--- src/rtl/cache_axi_arbiter.sv ---
// Arbitrates one single-beat AXI4 master port between the I-cache (read refill) and the
// D-cache (single-word read/write); data side has fixed priority, one transaction in flight.
module cache_axi_arbiter #(
  parameter logic [3:0] ID_INST = 4'd0,
  parameter logic [3:0] ID_DATA = 4'd1
) (
  input  logic        clk,
  input  logic        resetn,
  input  logic        inst_cache_req,
  input  logic [31:0] inst_cache_addr,
  output logic [31:0] inst_cache_rdata,
  output logic        inst_cache_dok,
  input  logic        data_cache_req,
  input  logic        data_cache_wr,
  input  logic [1:0]  data_cache_size,
  input  logic [31:0] data_cache_addr,
  input  logic [31:0] data_cache_wdata,
  input  logic [3:0]  data_cache_wstrb,
  output logic [31:0] data_cache_rdata,
  output logic        data_cache_dok,
  output logic [3:0]  arid,
  output logic [31:0] araddr,
  output logic [7:0]  arlen,
  output logic [2:0]  arsize,
  output logic        arvalid,
  input  logic        arready,
  input  logic [3:0]  rid,
  input  logic [31:0] rdata,
  input  logic [1:0]  rresp,
  input  logic        rlast,
  input  logic        rvalid,
  output logic        rready,
  output logic [3:0]  awid,
  output logic [31:0] awaddr,
  output logic [7:0]  awlen,
  output logic [2:0]  awsize,
  output logic        awvalid,
  input  logic        awready,
  output logic [31:0] wdata,
  output logic [3:0]  wstrb,
  output logic        wlast,
  output logic        wvalid,
  input  logic        wready,
  input  logic [3:0]  bid,
  input  logic [1:0]  bresp,
  input  logic        bvalid,
  output logic        bready,
  output logic [2:0]  dbg_state
);

  typedef enum logic [2:0] {
    IDLE         = 3'd0,
    RD_ADDR      = 3'd1,
    RD_DATA      = 3'd2,
    WR_ADDR_DATA = 3'd3,
    WR_RESP      = 3'd4
  } state_t;

  state_t      state;
  logic        grant_data;
  logic [31:0] addr_q;
  logic [1:0]  size_q;
  logic [31:0] wdata_q;
  logic [3:0]  wstrb_q;
  logic        aw_done;
  logic        w_done;

  // Handshake rule on every AXI channel: a beat transfers on a rising edge where valid and
  // ready are both high; a valid, once raised, is held with stable payload until that edge.
  logic r_fire, aw_fire, w_fire, b_fire;
  logic aw_done_nx, w_done_nx;

  assign r_fire     = (state == RD_DATA) && rready && rvalid && rlast;
  assign aw_fire    = awvalid && awready;
  assign w_fire     = wvalid && wready;
  assign b_fire     = (state == WR_RESP) && bready && bvalid;
  assign aw_done_nx = aw_done || aw_fire;
  assign w_done_nx  = w_done || w_fire;

  // Response ids and error codes are not acted on; errored transfers still complete.
  logic unused_resp;
  assign unused_resp = ^{rid, rresp, bid, bresp};

  always_ff @(posedge clk) begin
    if (!resetn) begin
      state      <= IDLE;
      grant_data <= 1'b0;
      addr_q     <= '0;
      size_q     <= '0;
      wdata_q    <= '0;
      wstrb_q    <= '0;
      aw_done    <= 1'b0;
      w_done     <= 1'b0;
      arvalid    <= 1'b0;
      rready     <= 1'b0;
      awvalid    <= 1'b0;
      wvalid     <= 1'b0;
      bready     <= 1'b0;
    end else begin
      case (state)
        IDLE: begin
          if (data_cache_req) begin
            grant_data <= 1'b1;
            addr_q     <= data_cache_addr;
            size_q     <= data_cache_size;
            wdata_q    <= data_cache_wdata;
            wstrb_q    <= data_cache_wstrb;
            if (data_cache_wr) begin
              awvalid <= 1'b1;
              wvalid  <= 1'b1;
              state   <= WR_ADDR_DATA;
            end else begin
              arvalid <= 1'b1;
              state   <= RD_ADDR;
            end
          end else if (inst_cache_req) begin
            grant_data <= 1'b0;
            addr_q     <= inst_cache_addr;
            size_q     <= 2'd2;
            arvalid    <= 1'b1;
            state      <= RD_ADDR;
          end
        end
        RD_ADDR: begin
          if (arready) begin
            arvalid <= 1'b0;
            rready  <= 1'b1;
            state   <= RD_DATA;
          end
        end
        RD_DATA: begin
          if (r_fire) begin
            rready <= 1'b0;
            state  <= IDLE;
          end
        end
        WR_ADDR_DATA: begin
          if (aw_fire) awvalid <= 1'b0;
          if (w_fire)  wvalid  <= 1'b0;
          if (aw_done_nx && w_done_nx) begin
            aw_done <= 1'b0;
            w_done  <= 1'b0;
            bready  <= 1'b1;
            state   <= WR_RESP;
          end else begin
            aw_done <= aw_done_nx;
            w_done  <= w_done_nx;
          end
        end
        WR_RESP: begin
          if (b_fire) begin
            bready <= 1'b0;
            state  <= IDLE;
          end
        end
        default: state <= IDLE;
      endcase
    end
  end

  assign arid   = grant_data ? ID_DATA : ID_INST;
  assign araddr = addr_q;
  assign arlen  = 8'd0;
  assign arsize = {1'b0, size_q};
  assign awid   = ID_DATA;
  assign awaddr = addr_q;
  assign awlen  = 8'd0;
  assign awsize = {1'b0, size_q};
  assign wdata  = wdata_q;
  assign wstrb  = wstrb_q;
  assign wlast  = 1'b1;

  // Strobes fire in the completing beat itself so the cache can write its refill that cycle.
  assign inst_cache_rdata = rdata;
  assign data_cache_rdata = rdata;
  assign inst_cache_dok   = r_fire && !grant_data;
  assign data_cache_dok   = (r_fire && grant_data) || b_fire;

  assign dbg_state = state;

endmodule

--- config.mk ---
export PLATFORM = sky130hd
export DESIGN_NAME = cache_axi_arbiter
export DESIGN_NICKNAME = d
export VERILOG_FILES = /design/src/rtl/cache_axi_arbiter.sv
export SDC_FILE = /design/constraint.sdc
export NUM_CORES = 1
export LEC_CHECK = 0
export ABC_AREA = 0
export CAP_MARGIN = 20
export CORE_AREA = 2 2 140 142
export DETAILED_ROUTE_END_ITERATION = 16
export DIE_AREA = 0 0 142 144
export HOLD_SLACK_MARGIN = 0.05
export PLACE_DENSITY = 0.61
export SLEW_MARGIN = 15
export SYNTH_ARGS = -nofsm -noshare
export SYNTH_HDL_FRONTEND = slang
export SYNTH_SLANG_ARGS = --single-unit
--- constraint.sdc ---
create_clock -name clk -period 1.6 [get_ports clk]
set_input_delay 0.24 -clock clk [delete_from_list [all_inputs] [get_ports clk]]
set_output_delay 0.24 -clock clk [all_outputs]
set_load 0.02 [all_outputs]
; ---- Yosys cells after proc, flatten, opt, wreduce, memory -nomap -nowiden
; Index checks and enable logic that the tools add are counted.
[totals]
output_inout_bits = 205
ff_bits = 81
elab_cells = 89
[op_classes]
eq_ne = 14
muxes = 34
n_reduce_logical = 28
[ops]
columns = cell, n
row1 = 32-bit 2-to-1 mux, 2
row2 = 3-bit 2-to-1 mux, 6
row3 = 1-bit 2-to-1 mux, 17
row4 = 2-bit != test (second input constant), 8
row5 = 3-bit one-hot mux with 5 select lines, 1
row6 = 4-bit AND reduction, 3
row7 = 1-bit logical AND, 10
row8 = 1-bit one-hot mux with 2 select lines, 5
row9 = 2-bit nonzero test, 5
row10 = 3-bit by 2-bit equality test with 1-bit output (second input constant), 2
row11 = 2-bit 2-to-1 mux, 3
row12 = 3-bit != test (second input constant), 2
row13 = 3-bit AND reduction, 2
row14 = 5-bit AND reduction, 1
row15 = 2-bit AND reduction, 2
row16 = 3-bit by 1-bit equality test with 1-bit output (second input constant), 1
row17 = 3-bit equality test (second input constant), 1
row18 = 3-bit logical NOT, 1
row19 = 1-bit logical OR, 3
row20 = 1-bit logical NOT, 1

; ---- Depth between registers and ports, before layout
[logic_depth]
ltp_word = 6
ltp_mapped = 6

; ---- Worst setup path before layout
; Ideal clock, no wire load.
[synth_path]
path_kind = register to output
from = reg state[1], in the netlist dbg_state[1]
to = out data_cache_dok
stages_incl_launch_ff = 5
path_slack_ns = -0.152
t_arrival_ns = 1.512
cell_sequence = dfxtp_1 > buf_2 > nor3b_1 > nand4_1 > o21ai_0
[synth_via]
elab_chain_cells = 6
[synth_rtl]
columns = item, line
row1 = start: declaration, 59  ; state_t state;
row2 = start signal: assignment, 86  ; state <= IDLE;
row3 = start signal: assignment, 111  ; state <= WR_ADDR_DATA;
row4 = start signal: assignment, 114  ; state <= RD_ADDR;
row5 = 3-bit by 2-bit equality test with 1-bit output, 73  ; assign r_fire = (state == RD_DATA) && rready && rvalid && rlast;
row6 = 1-bit logical AND (3 in series), 73
row7 = 1-bit logical AND, 177  ; assign data_cache_dok = (r_fire && grant_data) || b_fire;
row8 = 1-bit logical OR *, 177
row9 = end: declaration, 20  ; output logic data_cache_dok,
; Every way passes the cells marked *; elsewhere a longest branch is shown, timed or not.

; ---- Final worst setup path
[layout_path]
from = reg state[0], in the netlist dbg_state[0]
to = reg size_q[1]
[layout_via]
elab_chain_cells = 2
[layout_rtl]
columns = item, line
row1 = 3-bit logical NOT, 100  ; case (state)
row2 = 2-bit AND reduction (no line), -
row3 = end signal: assignment, 105  ; size_q <= data_cache_size;
row4 = end: declaration, 62  ; logic [1:0] size_q;
; Every way passes these cells.
; A chain may end at the register's enable or synchronous reset.

==> results by group <==
Synthesis
  – Yosys cell types: 35
  – Synthesis-stage register bit count: 81
  – Compound-Gate Fraction of Synth Area: 17.2%
  – XOR/XNOR share of the synthesized area: 0%
  – Yosys synthesis warning count: 0
  – Adder-cell share of the synthesized area: 0%
  – Sequential element share of the synthesized area: 37.7%
  – Mapped Area: 0.00430 sq mm
  – Largest family of logic cells by synthesized area: buffers and inverters
  – Post-synth EDFFs: 0
  – Ys async rst share: 0%
  – Ys flop type: dfxtp_1
  – Post-synthesis mux area share: 7.45%
  – Mapped Avg Cell Area: 8.53 sq um
  – Cells after Synth: 504
  – Synth Area in Simple Gates: 10.9%

Detailed routing
  – Residual DRC count: 0
  – Met3 WL: 1100 microns
  – Via count: 3800
  – DRT met1 WL: 5780 microns
  – DR pass1 iterations: 4
  – DRT iter0 DRCs: 103
  – Routed length on met2: 7180 microns
  – ANT nets after route: 0
  – Top Layer Used: met5
  – DRT Wirelength: 14500 microns
  – DR WL/cell: 16.3 microns
  – Via density: 4.26

Finish
  – Layout cell share with drive strength beyond 1: 15.7%
  – Commonest non-fill, non-tap cell in the layout: clkdlybuf4s50_1
  – Layout area overhead: 60.9%
  – ANT cells: 0
  – Final Core Density: 36.2%
  – Most frequent cells in the layout: 166 x clkdlybuf4s50_1, 79 x dfxtp_1, 78 x nand2_1
  – Post-Layout Cell Count: 892
  – Fin nets: 806

Placed design
  – Routability cong.: 0.772
  – Pre-CTS setup slack: -260 ps
  – Post-DP HPWL: 9760 microns
  – IO buf count: 227
  – Placed Cells: 864

Power
  – Leakage power: 3.15 nW
  – Power Total: 0.00735 W
  – Worst vdd ir: 0.406 mV
  – Pwr per Cell Area: 1060 mW/mm^2

Outcome
  – Status: complete, but fails checks
  – Failing checks: negative setup slack

Clock network
  – Number of clock buffers inserted by TritonCTS: 9
  – # hold bufs at CTS: 0
  – Clock Tree Buf Depth: 2
  – Clk root buf: clkbuf_16
  – Skew-Pair Late Insertion Delay: 340 ps
  – Clk slew on worst S/H paths: 60 ps
  – CTS tree: built
  – Total clock sinks: 81
  – Htree depth: 3

Worst setup path
  – Crit path max fanout: 10
  – Reg2Reg Setup Slack: -1 ps
  – CP startpoint kind: register
  – Worst EP arrival: 1880 ps
  – WP data required: 1880 ps
  – Crit Path Class: register to register
  – Crit. End Element: register

Timing
  – Final setup vio count: 1
  – RSZ-0062 raised after global routing: true
  – Final hold viol count: 0
  – Min Clock Period, post-route: 1600 ps
  – Final Skew: 5.69 ps
  – Final period util: 100%
  – Worst setup margin: -1.40 ps
  – Slew Limit Fails: 0
  – FMAX: 0.624 GHz

Floorplanning
  – Die height: 144 microns
  – Initial Util: 22.5%
  – # IOs: 362
  – Die width: 142 microns
  – CORE AREA: 0.0191 sq mm
  – Die ar.: 0.0204 sq mm
  – Cell Rows: 51

Global routing
  – Final global-route overflow total: 0
  – Vias in the first global route: 3523
  – Initial antenna violation count: 0
  – GRT Total Usage: 12.3%
  – Largest net degree at the start of global routing: 40
  – First-pass GRT wire length: 19200 microns

Hold path
  – Tightest Hold Check Type: input port to register

Run
  – Max-cap violations: 0
## critical path, cell delays in order, from the launching register on
cell and delay, ps:
dfxtp_2 330, buf_6 120, buf_12 130, or3_4 380, nor2_4 130, buf_12 140, buf_12 150, o221a_1 170
## logic make-up after synthesis
family          after synthesis
compound gates              123
buf+inv                     162
flops                        81
mux                          32
other cells                   2
simple gates                104
## report_power, final
group	internal, W	switching, W
registers	0.00226	0.000173
clock network	0.00121	0.000844
logic	0.00143	0.00144
## synthesized netlist by cell type, types with 2 or more instances
cell type,number,area [sq um]
a31oi_1,4,25.0
buf_4,130,976
a211oi_1,33,248
nand2b_1,2,12.5
buf_6,4,45.0
nand3b_1,2,15.0
a21oi_1,75,375
nor3b_1,2,15.0
o21ai_0,3,15.0
nand2_1,78,293
buf_2,12,60.1
o21a_1,2,15.0
mux2i_1,32,320
nor3_1,3,15.0
inv_1,3,11.3
nor2_1,6,22.5
conb_1,2,7.51
o221a_2,2,22.5
clkbuf_1,12,45.0
dfxtp_1,81,1620
nand4_1,2,12.5
## per-layer routing
layer | track usage [%] | vias to the layer above
met5 | 0 | -
met4 | 6.32 | 2
met3 | 3.51 | 30
met2 | 21.5 | 194
met1 | 13.5 | 1719
li1 | - | 1855
## stage by stage
stage | cell area [sq um] | hold slack [ps] | setup TNS, ps
finish | 6910 | 439 | -1.40
global route | 6910 | 447 | -1380
CTS | 6450 | 413 | 0
detailed placement | 6200 | 446 | -515
global placement | 6200 | 441 | -495
floorplan | 4390 | 376 | 0
## layout make-up
class / count / area, sq um
Clock buffer: 11 / 233
Clock inverter: 5 / 56.3
Fill cell: 2004 / 12200
Inverter: 3 / 11.3
Multi-Input combinational cell: 285 / 1810
Sequential cell: 81 / 1620
Tap cell: 238 / 298
Timing Repair Buffer: 269 / 2880
## sequential cells by signal, indices dropped and copies added (netlist names), 2 cells and up
signal and count:
araddr 32, dbg_state 3, size_q 2, wdata 32, wstrb 4
## final timing paths
path                            endpoint                      start  cells past startpoint
hold reg to reg    wstrb[1]$_SDFFE_PN0P_      wstrb[1]$_SDFFE_PN0P_                      2
hold / removal      arvalid$_SDFFE_PN0P_             data_cache_req                      4
setup / recovery  size_q[1]$_SDFFE_PN0P_  dbg_state[0]$_SDFFE_PN0P_                      7
setup reg to reg  size_q[1]$_SDFFE_PN0P_  dbg_state[0]$_SDFFE_PN0P_                      7
## repair_timing
action,4_1_cts,5_1_grt
endpoints found under the hold margin,0,0
cloned,0,6
pin swaps,2,18
setup buffers,0,6
endpoints found under the setup margin,46,97
resized for setup,39,70
Note: power is estimated with default switching activity, not from simulation.
